[src/rtl/stats_poller.sv]
// Periodic APB statistics poller: sweeps every slave, streams each word out,
// and optionally zeroes the counter words of a slave once its record is sent.
module stats_poller #(
    parameter int NumSlaves = 4,
    parameter int NumWords  = 4,
    parameter int TmrBits   = 24,
    localparam int IdW = (NumSlaves > 1) ? $clog2(NumSlaves) : 1,
    localparam int WW  = (NumWords > 1) ? $clog2(NumWords) : 1
) (
    input  logic                    clk,
    input  logic                    rst_n,
    input  logic                    enable,
    input  logic [TmrBits-1:0]      interval,
    input  logic                    clear_on_read,
    output logic [4:0]              m_paddr,
    output logic [NumSlaves-1:0]    m_psel,
    output logic                    m_penable,
    output logic                    m_pwrite,
    output logic [31:0]             m_pwdata,
    input  logic [NumSlaves-1:0]    m_pready,
    input  logic [32*NumSlaves-1:0] m_prdata,
    output logic                    dout_valid,
    output logic [31:0]             dout_data,
    output logic [IdW-1:0]          dout_id,
    output logic                    dout_eof,
    input  logic                    dout_ready,
    output logic                    busy,
    output logic                    overrun
);

    // state     | meaning
    // IDLE      | waiting for timer expiry
    // RD_SETUP  | APB read setup phase, slave s word w
    // RD_ACCESS | APB read access phase, wait for pready
    // OUT       | present captured word on result stream
    // WR_SETUP  | APB write-zero setup phase (clear_on_read)
    // WR_ACCESS | APB write-zero access phase, wait for pready
    typedef enum logic [2:0] {
        IDLE, RD_SETUP, RD_ACCESS, OUT, WR_SETUP, WR_ACCESS
    } state_t;

    state_t             state_q, state_d;
    logic [IdW-1:0]     s_q, s_d;
    logic [WW-1:0]      w_q, w_d;
    logic [31:0]        data_q, data_d;
    logic               cor_q, cor_d;
    logic [TmrBits-1:0] tmr_q;
    logic               tmr_load_q;
    logic               overrun_q;

    logic               expire;
    logic               sel_ready;
    logic [31:0]        rd_word;
    logic               last_w, last_s, adv;
    logic               setup, access;

    // The timer is reloaded on the first edge after reset so interval is
    // never taken from a value sampled while the block was held in reset.
    assign expire = !tmr_load_q && enable && (tmr_q == '0);

    always_ff @(posedge clk or negedge rst_n) begin
        if (!rst_n) begin
            tmr_q      <= '0;
            tmr_load_q <= 1'b1;
            overrun_q  <= 1'b0;
        end else begin
            if (tmr_load_q || expire) begin
                tmr_q      <= interval;
                tmr_load_q <= 1'b0;
            end else if (enable) begin
                tmr_q <= tmr_q - TmrBits'(1);
            end
            if (expire && state_q != IDLE)
                overrun_q <= 1'b1;
        end
    end

    always_ff @(posedge clk or negedge rst_n) begin
        if (!rst_n) begin
            state_q <= IDLE;
            s_q     <= '0;
            w_q     <= '0;
            data_q  <= '0;
            cor_q   <= 1'b0;
        end else begin
            state_q <= state_d;
            s_q     <= s_d;
            w_q     <= w_d;
            data_q  <= data_d;
            cor_q   <= cor_d;
        end
    end

    assign sel_ready = m_pready[s_q];
    assign rd_word   = m_prdata[int'(s_q)*32 +: 32];
    assign last_w    = (w_q == WW'(NumWords - 1));
    assign last_s    = (s_q == IdW'(NumSlaves - 1));

    always_comb begin
        state_d = state_q;
        s_d     = s_q;
        w_d     = w_q;
        data_d  = data_q;
        cor_d   = cor_q;
        adv     = 1'b0;
        case (state_q)
            IDLE: begin
                if (expire) begin
                    state_d = RD_SETUP;
                    s_d     = '0;
                    w_d     = '0;
                    cor_d   = clear_on_read;
                end
            end
            RD_SETUP: state_d = RD_ACCESS;
            RD_ACCESS: begin
                if (sel_ready) begin
                    data_d  = rd_word;
                    state_d = OUT;
                end
            end
            OUT: begin
                if (dout_ready) begin
                    if (!last_w) begin
                        w_d     = w_q + WW'(1);
                        state_d = RD_SETUP;
                    end else if (cor_q && (NumWords > 1)) begin
                        w_d     = WW'(1);
                        state_d = WR_SETUP;
                    end else begin
                        adv = 1'b1;
                    end
                end
            end
            WR_SETUP: state_d = WR_ACCESS;
            WR_ACCESS: begin
                if (sel_ready) begin
                    if (!last_w) begin
                        w_d     = w_q + WW'(1);
                        state_d = WR_SETUP;
                    end else begin
                        adv = 1'b1;
                    end
                end
            end
            default: state_d = IDLE;
        endcase
        if (adv) begin
            w_d = '0;
            if (!last_s) begin
                s_d     = s_q + IdW'(1);
                state_d = RD_SETUP;
            end else begin
                s_d     = '0;
                state_d = IDLE;
            end
        end
    end

    assign setup  = (state_q == RD_SETUP) || (state_q == WR_SETUP);
    assign access = (state_q == RD_ACCESS) || (state_q == WR_ACCESS);

    assign m_psel     = (setup || access) ? (NumSlaves'(1) << s_q) : '0;
    assign m_penable  = access;
    assign m_pwrite   = (state_q == WR_SETUP) || (state_q == WR_ACCESS);
    assign m_paddr    = (setup || access) ? 5'({w_q, 2'b00}) : 5'd0;
    assign m_pwdata   = 32'd0;
    assign dout_valid = (state_q == OUT);
    assign dout_data  = data_q;
    assign dout_id    = s_q;
    assign dout_eof   = (state_q == OUT) && last_w;
    assign busy       = (state_q != IDLE);
    assign overrun    = overrun_q;

endmodule

[config.mk]
export PLATFORM = sky130hd
export DESIGN_NAME = stats_poller
export DESIGN_NICKNAME = d
export VERILOG_FILES = /design/src/rtl/stats_poller.sv
export SDC_FILE = /design/constraint.sdc
export NUM_CORES = 1
export LEC_CHECK = 0
export ABC_AREA = 1
export CAP_MARGIN = 20
export CORE_UTILIZATION = 41
export CTS_BUF_LIST = sky130_fd_sc_hd__clkbuf_8
export CTS_CLUSTER_DIAMETER = 80
export DETAILED_ROUTE_END_ITERATION = 10
export PLACE_DENSITY = 0.86
export SLEW_MARGIN = 10
export SYNTH_ARGS = -nofsm -noshare
export SYNTH_HDL_FRONTEND = slang
export SYNTH_SLANG_ARGS = --single-unit
export TNS_END_PERCENT = 10
[constraint.sdc]
create_clock -name clk -period 2.4 [get_ports clk]
set_input_delay 0.72 -clock clk [delete_from_list [all_inputs] [get_ports clk]]
set_output_delay 0.72 -clock clk [all_outputs]
set_load 0.01 [all_outputs]
==> results.md, run 1 <==
- ANT nets after route: 0
- CTS tree: yes
- Syn Area/Cell: between 7 and 8 µm²
- Per-cell routed wire length: between 15 and 20 µm
- Via density: 5.12
- Endpoints failing setup: 1
- Layout overhead on the synthesized area: 50.0%
- Clock Latency Late Sink: between 300 and 400 ps
- Max Clock Skew: roughly 8.5 ps
- Vias in the first global route: approximately 4,900
- Yosys warns: 0
- Yosys cell types: 40
- Starting Density: between 40 and 50%
- Total Routing Usage GR: about a quarter
- Max VDD drop: a little over 0.6 mV
- Hold Crit Class: in2async
- Most common cell after layout, fill and taps aside: clkdlybuf4s50_1
- Total power divided by cell area: roughly 760 mW/mm²
- Chip Width: ~110 µm
- First-pass GRT wire length: about 24,000 µm
- Post-Synthesis Cells: roughly 650
- Fin. Hold Viols: 0
- Post-route DRC: 0
- Cell Area, Synth: 0.00481 mm²
- Initial antenna violation count: 0
- Via Count: ~5,200
- Iter 0 DRT Violations: between 300 and 400
- Worst slew pin tran: 568 ps
- Final core utilization: around 63%
- Fin worst setup slack: -6.84 ps
- Routability congestion estimate: 0.940
- Worst EP required: between 1500 and 2000 ps
- # diodes: 0
- Root Buffer: clkbuf_8
- Die Footprint: between 0.01 and 0.015 mm²
- Maximum buffer depth of the clock tree: 2
- CP Capture Type: output pin
- Hold Buf Count CTS: 0
- Startpoint types: register
- Final Slew Violations: 0
- CTS buffer count: 9
- Die height: 110 µm
- Share of cells above drive strength 1: under 10%
- Worst-path maximum fanout: 3
- Most frequent cells in the layout: clkdlybuf4s50_1 (196), nor2_1 (118), nand2_1 (98)
- FMAX: between 400 and 500 MHz
- Clock slew at the register clock pins of the worst setup and hold paths: approximately 80 ps
- Grt ovf: 0
- HPWL after detailed placement: approximately 12,000 µm
- Port Buffers: 206
- Crit share post-route: 100%
- Critical Path AT: about 1700 ps
- Outcome: finished with violations
- Setup_tns: -6.84 ps
- Async set-or-reset flop fraction in the synthesized netlist: 100%
- Slew HR: around 62%
- H-tree depth: 3
- EDFF count, synth: 0
- Core Area: between 0.01 and 0.015 mm²
- Ys flop type: dfrtp_1
- Ports: about 240
- Largest net degree at the start of global routing: between 60 and 70
- Synth Register Bits: 66
- Post-layout min period: about 2400 ps
- FILL cells: slightly above 1,000
- RSZ-0062 raised after global routing: true
- WL final: about 16,000 µm
- Sequential area share after synthesis: approximately 34%
- Layout Nets: around 1,000
- Pre-Repair DR Iteration Count: 5
- Critical path type: reg2out
- Leakage: 3.23 nW
- # Max-Cap Violations: 0
- Failing checks: setup timing
- Clock Sinks: 66
- Rows: 39
-- layer usage --
layer | vias to the layer above | global-route usage, % | share of wire (%)
li1 | 2519 | - | -
met1 | 2352 | 33.0 | 41
met2 | 245 | 43.7 | 47
met3 | 42 | 4.70 | 7.6
met4 | 0 | 12.8 | 3.5
met5 | - | 0 | 0
-- kinds of logic (layout without fill, tap and decap cells) --
family,Yosys count,count (layout),synth area share [%]
compound gates,128,128,15.0
other cells,1,36,0.0779
mux,32,32,7.48
simple gates,289,289,26.7
fa+ha+maj,9,9,2.34
buf+inv,110,293,12.0
xor+xnor,11,11,2.00
flops,66,66,34.3
-- area by class of cell --
class	count	area (µm²)	area share [%]
inverter	47	176	2.44
multi-input combinational	505	2740	37.9
clock buffer	11	151	2.10
timing repair buffer	230	2250	31.2
sequential	66	1650	22.9
tap	143	179	2.48
clock inverter	5	71.3	0.987
-- worst paths after layout --
kind | start | end | slack, ps | cells after the start
setup reg to reg | dout_id[0] | state_q[0] | 370 | 10
hold reg to reg | dout_data[26] | dout_data[26] | 490 | 1
hold / removal | rst_n | dout_data[6] | 360 | 1
setup / recovery | state_q[2] | m_pwrite | -7 | 4
max in group asynchronous | rst_n | tmr_q[11] | 1400 | 2
min in group clk | dout_data[26] | dout_data[26] | 490 | 1
-- through the flow --
| stage | area (µm²) | hold WS [ps] | worst slack [ps] | total power, mW | std cells |
|---|---|---|---|---|---|
| finish | 7220 | 364 | -6.84 | 5.50 | 1007 |
| CTS | 7210 | 367 | 6.90 | 5.50 | 1007 |
| detailed placement | 6960 | 481 | -2.90 | 4.40 | 988 |
| global route | 7220 | 393 | -105 | 5.87 | 1007 |
| global placement | 6960 | 473 | -28.3 | 4.34 | 988 |
| floorplan | 4950 | 424 | 394 | 3.07 | 681 |
-- worst max-delay path: stages, from the launching register on --
cell	delay, ps
dfrtp_1	410
inv_1	100
nor2_2	170
buf_4	140
clkdlybuf4s50_1	520
-- timing repair --
| action | in CTS | in global routing |
|---|---|---|
| gates resized for setup | 12 | 19 |
| buffers inserted | 3 | 0 |
| setup endpoints to repair | 10 | 13 |
| gates cloned | 0 | 0 |
-- report_power, final --
part | internal, mW | total, mW | switching (mW)
clock network | 0.631 | 1.06 | 0.428
logic | 1.41 | 2.72 | 1.31
registers | 1.47 | 1.72 | 0.251
-- synth_stat cells (3+ instances only) --
| master | number | area share (%) |
|---|---|---|
| buf_2 | 7 | 0.73 |
| dfrtp_1 | 65 | 34 |
| nand3_1 | 34 | 3.5 |
| inv_2 | 7 | 0.55 |
| o21ai_1 | 10 | 1.0 |
| xor2_1 | 7 | 1.3 |
| nor2_2 | 6 | 0.78 |
| nor2_4 | 3 | 0.70 |
| o22ai_1 | 34 | 4.4 |
| a21oi_1 | 7 | 0.73 |
| nor2_1 | 121 | 9.4 |
| xnor2_1 | 4 | 0.73 |
| mux2_1 | 30 | 7.0 |
| buf_6 | 3 | 0.70 |
| nand3_2 | 4 | 0.83 |
| nor3_1 | 3 | 0.31 |
| ha_1 | 9 | 2.3 |
| clkbuf_1 | 17 | 1.3 |
| buf_4 | 36 | 5.6 |
| inv_1 | 39 | 3.0 |
| nor3b_1 | 3 | 0.47 |
| o211ai_1 | 3 | 0.47 |
| nand4_1 | 9 | 1.2 |
| nand2_1 | 98 | 7.6 |
| o21ai_0 | 66 | 6.9 |
-- flip-flops by register name, indices dropped and copies added, names as in the netlist --
register    flops
w_q             2
cor_q           1
tmr_load_q      1
tmr_q          24
dout_data      32
overrun         1
state_q         3
dout_id         2
(Power assumes the default switching activity.)
==> run 2: changes to the inputs <==
--- a/config.mk
+++ b/config.mk
@@ -11,6 +11,7 @@
 export CTS_BUF_LIST = sky130_fd_sc_hd__clkbuf_8
 export CTS_CLUSTER_DIAMETER = 80
 export DETAILED_ROUTE_END_ITERATION = 10
+export GPL_ROUTABILITY_DRIVEN = 0
 export PLACE_DENSITY = 0.86
 export SLEW_MARGIN = 10
 export SYNTH_ARGS = -nofsm -noshare
==> results.md, run 2 (synthesized netlist as in run 1, its figures left out) <==
- Grt ovf: 0 (unchanged)
- Pre-CTS WS: -4.86 ps (was -2.90 ps)
- Post-route DRC: 0 (unchanged)
- Iter 0 DRT Violations: 321 (was 332)
- Hold Buf Count CTS: 0 (unchanged)
- Fin. Hold Viols: 0 (unchanged)
- R2r endpoint: state_q[1] (was state_q[0])
- Fin worst setup slack: 82.3 ps (was -6.84 ps)
- Most common cell after layout, fill and taps aside: clkdlybuf4s50_1 (unchanged)
- Initial antenna violation count: 0 (unchanged)
- CP Capture Type: output pin (unchanged)
- Final hold slack: 374 ps (was 364 ps)
- R2R Setup Slk: 240 ps (was 370 ps)
- H-tree depth: 3 (unchanged)
- Rows: 39 (unchanged)
- Crit share post-route: 96.6% (was 100%)
- Startpoint types: register (unchanged)
- Starting Density: 42.2% (unchanged)
- Crit-path max cell delay: 440 ps (was 520 ps)
- Largest register FFs: 32 (unchanged)
- Reg2reg start: dout_id[0] (unchanged)
- Clock Latency Late Sink: 350 ps (was 340 ps)
- CTS buffer count: 9 (unchanged)
- Stages on worst setup path: 6 (was 4)
- Endpoints failing setup: 0 (was 1)
- Layout overhead on the synthesized area: 49.9% (was 50.0%)
- FMAX: 431 MHz (was 415 MHz)
- Layout Nets: 1,030 (was 1,029)
- WL final: 15,700 µm (about the same)
- Max Clock Skew: 7.30 ps (was 8.49 ps)
- Root Buffer: clkbuf_8 (unchanged)
- Reg2Reg Depth: 11 (was 10)
- Largest net degree at the start of global routing: 67 (unchanged)
- Die height: 110 µm (unchanged)
- CTS tree: yes (unchanged)
- Final Slew Violations: 0 (unchanged)
- CP max-delay cell: dfrtp_1 (was clkdlybuf4s50_1)
- Worst-path maximum fanout: 4 (was 3)
- Pre-Repair DR Iteration Count: 5 (unchanged)
- Die Footprint: 0.0122 mm² (unchanged)
- Port Buffers: 206 (unchanged)
- Most frequent cells in the layout: clkdlybuf4s50_1 (195), nor2_1 (118), nand2_1 (97) (was clkdlybuf4s50_1 (196), nor2_1 (118), nand2_1 (98))
- Post-route cell area: 0.00722 mm² (about the same)
- Total Routing Usage GR: 26.6% (was 26.3%)
- Post-layout min period: 2320 ps (was 2410 ps)
- First-pass GRT wire length: 24,500 µm (was 24,100 µm)
- Slew HR: 58.0% (was 62.1%)
- Via density: 5.21 (was 5.12)
- Buffers and inverters on the worst path: 2 (was 3)
- HPWL after detailed placement: 11,700 µm (was 11,900 µm)
- Chip Width: 110 µm (unchanged)
- Critical Path AT: 1600 ps (was 1690 ps)
- Vias in the first global route: 4,980 (was 4,850)
- CP top delay family: simple AND/OR/NAND/NOR gates (was buffers and inverters)
- Cell chain of the critical path: nand2_2 -> nor3b_4 -> nor2_2 -> buf_4 -> nor2_1 -> clkbuf_2 (was inv_1 -> nor2_2 -> buf_4 -> clkdlybuf4s50_1)
- Clock slew at the register clock pins of the worst setup and hold paths: 80 ps (about the same)
- # diodes: 0 (unchanged)
- Ports: 242 (unchanged)
- Worst EP required: 1680 ps (about the same)
- Outcome: finished, final reports clean (was finished with violations)
- Maximum buffer depth of the clock tree: 2 (unchanged)
- # Max-Cap Violations: 0 (unchanged)
- Core Area: 0.0114 mm² (unchanged)
- Hold Crit Class: in2async (unchanged)
- FILL cells: 995 (was 1,009)
- Area post-placement: 0.00695 mm² (was 0.00696 mm²)
- Critical path type: reg2out (unchanged)
- Leakage: 3.22 nW (was 3.23 nW)
- Clock Sinks: 66 (unchanged)
- Per-cell routed wire length: 15.6 µm (about the same)
- Final core utilization: 63.2% (was 63.3%)
- Max VDD drop: 0.434 mV (was 0.610 mV)
- Share of cells above drive strength 1: 10.1% (was 9.26%)
- Via Count: 5,251 (was 5,158)
- Worst slew pin tran: 630 ps (was 568 ps)
- ANT nets after route: 0 (unchanged)
- Total power divided by cell area: 771 mW/mm² (was 762 mW/mm²)
[run 2: report_power, final]
part / leakage [nW] / switching [mW] / internal [mW] / total [mW]
Sequential: 0.794 / 0.257 / 1.47 / 1.73
Combinational: 2.32 / 1.34 / 1.44 / 2.77
Clock: 0.105 / 0.476 / 0.583 / 1.06
[run 2: final cells by class]
class	count	area, µm²	share of cell area, %
sequential	66	1660	22.9
multi-input combinational	505	2750	38.1
tap	143	179	2.48
clock buffer	9	124	1.72
clock inverter	7	93.8	1.30
timing repair buffer	231	2240	31.0
inverter	47	176	2.44
[run 2: what timing repair did]
item / in CTS / in global routing
pin swaps: 0 / 1
endpoints found under the setup margin: 8 / 8
resized for setup: 15 / 17
endpoints found under the hold margin: 0 / 0
setup buffers: 3 / 3
[run 2: metrics by stage]
step | setup TNS [ps] | instances | power [mW]
6_report | 0 | 1008 | 5.56
5_1_grt | -42.4 | 1008 | 5.95
4_1_cts | -68.3 | 1005 | 5.51
3_5_place_dp | -4.86 | 986 | 4.39
3_3_place_gp | 0 | 986 | 4.33
2_1_floorplan | 0 | 681 | 3.07
[run 2: worst max-delay path by stage]
stage	from	to	slack, ps
after floorplan	dout_id[0]	m_psel[2]	390
after global placement	state_q[0]	m_paddr[3]	30
after detailed placement	state_q[1]	m_psel[0]	-5
after CTS	state_q[1]	m_psel[0]	-20
after global routing	state_q[0]	m_psel[0]	-30
final	state_q[0]	m_psel[0]	80
[run 2: routing by layer]
| metal | share of wire [%] | vias up | GRT usage [%] | wire length (µm) |
|---|---|---|---|---|
| li1 | - | 2516 | - | - |
| met1 | 41 | 2429 | 32.3 | 6380 |
| met4 | 4.0 | 0 | 12.3 | 635 |
| met2 | 47 | 254 | 44.7 | 7430 |
| met3 | 8.1 | 52 | 6.06 | 1270 |
| met5 | 0 | - | 0 | 0 |
==> run 3: changes to the inputs <==
--- a/config.mk
+++ b/config.mk
@@ -12,7 +12,7 @@
 export CTS_CLUSTER_DIAMETER = 80
 export DETAILED_ROUTE_END_ITERATION = 10
 export GPL_ROUTABILITY_DRIVEN = 0
-export PLACE_DENSITY = 0.86
+export PLACE_DENSITY = 0.94
 export SLEW_MARGIN = 10
 export SYNTH_ARGS = -nofsm -noshare
 export SYNTH_HDL_FRONTEND = slang
==> results.md, run 3 (synthesized netlist as in run 1, its figures left out) <==
- Outcome: finished with violations (was finished, final reports clean)
- Failing checks: setup timing
- CP Capture Type: output pin (unchanged)
- Chip Width: 110 µm (unchanged)
- Cell chain of the critical path: nand2_2 -> nor2_4 -> nand2_1 -> inv_1 -> clkdlybuf4s50_1 (was nand2_2 -> nor3b_4 -> nor2_2 -> buf_4 -> nor2_1 -> clkbuf_2)
- Die Footprint: 0.0122 mm² (unchanged)
- Via Count: 5,239 (was 5,251)
- Share of cells above drive strength 1: 9.29% (was 10.1%)
- ANT nets after route: 0 (unchanged)
- Clock Sinks: 66 (unchanged)
- Root Buffer: clkbuf_8 (unchanged)
- Hold Crit Class: in2async (unchanged)
- Pre-Repair DR Iteration Count: 5 (unchanged)
- Starting Density: 42.2% (unchanged)
- Post-route DRC: 0 (unchanged)
- Worst EP required: 1680 ps (about the same)
- # diodes: 0 (unchanged)
- Layout Nets: 1,026 (was 1,030)
- Worst-path maximum fanout: 5 (was 4)
- Most frequent cells in the layout: clkdlybuf4s50_1 (196), nor2_1 (118), nand2_1 (97) (was clkdlybuf4s50_1 (195), nor2_1 (118), nand2_1 (97))
- Per-cell routed wire length: 15.4 µm (was 15.6 µm)
- Clock slew at the register clock pins of the worst setup and hold paths: 80 ps (about the same)
- P_sw: 2.00 mW (was 2.07 mW)
- Maximum buffer depth of the clock tree: 2 (unchanged)
- Post-layout min period: 2430 ps (was 2320 ps)
- Total Routing Usage GR: 26.1% (was 26.6%)
- CTS tree: yes (unchanged)
- Critical path type: reg2out (unchanged)
- Iter 0 DRT Violations: 300 (was 321)
- Part of the power in registers: 31.4% (was 31.1%)
- Internal: 3.48 mW (was 3.49 mW)
- Final core utilization: 63.0% (was 63.2%)
- RSZ-0062 raised after global routing: true
- Initial antenna violation count: 0 (unchanged)
- Via density: 5.22 (was 5.21)
- Max Clock Skew: 11.5 ps (was 7.30 ps)
- Largest register FFs: 32 (unchanged)
- # Max-Cap Violations: 0 (unchanged)
- Comb pwr share: 49.9% (about the same)
- Fin. Hold Viols: 0 (unchanged)
- FMAX: 411 MHz (was 431 MHz)
- Grt ovf: 0 (unchanged)
- Port Buffers: 206 (unchanged)
- Layout overhead on the synthesized area: 49.4% (was 49.9%)
- HPWL after detailed placement: 12,000 µm (was 11,700 µm)
- Reg2reg start: dout_id[0] (unchanged)
- Leakage: 3.22 nW (about the same)
- Total power divided by cell area: 762 mW/mm² (was 771 mW/mm²)
- Fin worst setup slack: -34.5 ps (was 82.3 ps)
- Crit-path max cell delay: 520 ps (was 440 ps)
- Critical Path Source: state_q[1] (was state_q[0])
- H-tree depth: 3 (unchanged)
- Crit share post-route: 101% (was 96.6%)
- First-pass GRT wire length: 24,300 µm (was 24,500 µm)
- Total power: 5.48 mW (was 5.56 mW)
- Critical Path AT: 1710 ps (was 1600 ps)
- Clk pwr share: 18.7% (was 19.0%)
- CTS buffer count: 9 (unchanged)
- Placed insts: 987 (was 986)
- Fin cells: 1,004 (was 1,008)
- Core Area: 0.0114 mm² (unchanged)
- Endpoints failing setup: 1 (was 0)
- Startpoint types: register (unchanged)
- Most common cell after layout, fill and taps aside: clkdlybuf4s50_1 (unchanged)
- Vias in the first global route: 5,104 (was 4,980)
- Setup_tns: -34.5 ps (was 0 ps)
- Ports: 242 (unchanged)
- Clock Latency Late Sink: 340 ps (was 350 ps)
- Largest net degree at the start of global routing: 67 (unchanged)
- Sw Ratio: 36.6% (was 37.2%)
- WL final: 15,500 µm (was 15,700 µm)
- CP max-delay cell: clkdlybuf4s50_1 (was dfrtp_1)
- Die height: 110 µm (unchanged)
- Final Slew Violations: 0 (unchanged)
- Rows: 39 (unchanged)
- Max VDD drop: 0.565 mV (was 0.434 mV)
run 3: final timing paths:
check	cells past startpoint	slack (ps)	end
worst min register to register	1	490	dout_data[13]
worst max-delay path	5	-30	dout_eof
min in group clk	1	490	dout_data[13]
max in group asynchronous	2	1340	dout_id[0]
worst max register to register	11	360	state_q[1]
worst min-delay path	1	320	tmr_q[11]
run 3: timing repair:
| action | 4_1_cts | 5_1_grt |
|---|---|---|
| gates cloned | 0 | 0 |
| pin swaps | 1 | 0 |
| resized for setup | 14 | 18 |
| hold buffers | 0 | 0 |
| buffers inserted | 0 | 1 |
| endpoints found under the setup margin | 9 | 11 |
run 3: cell type report:
| class | instances | area, µm² |
|---|---|---|
| Multi-Input combinational cell | 505 | 2750 |
| Timing Repair Buffer | 227 | 2220 |
| Sequential cell | 66 | 1660 |
| Inverter | 47 | 176 |
| Clock buffer | 10 | 138 |
| Tap cell | 143 | 179 |
| Clock inverter | 6 | 76.3 |
| Fill cell | 976 | 4230 |
run 3: metal layers:
metal  track usage (%)  wire length [µm]  vias up
li1                  -                 -     2514
met1              31.1              6290     2423
met2              45.7              7660      253
met3              4.29              1000       49
met4              11.9               533        0
met5                 0                 0        -
run 3: power groups by stage:
stage / Combinational [mW] / Sequential [mW] / Clock, mW
2_1_floorplan: 1.23 / 1.83 / 0
6_report: 2.73 / 1.72 / 1.03
5_1_grt: 2.98 / 1.77 / 1.10
4_1_cts: 2.70 / 1.71 / 1.05
3_3_place_gp: 2.63 / 1.71 / 0
3_5_place_dp: 2.69 / 1.73 / 0
run 3: critical path: cells and delay by family (launching register included):
| family | cells | cell delay [ps] |
|---|---|---|
| buffers and inverters | 2 | 580 |
| DFF | 1 | 430 |
| and+or+nand+nor | 3 | 360 |
run 3: stage by stage:
stage	area [µm²]	worst slack, ps	hold slack (ps)
2_1_floorplan	4950	394	424
3_3_place_gp	6960	37.0	468
3_5_place_dp	6960	4.36	473
4_1_cts	7190	-32.0	319
5_1_grt	7190	-122	320
6_report	7190	-34.5	323
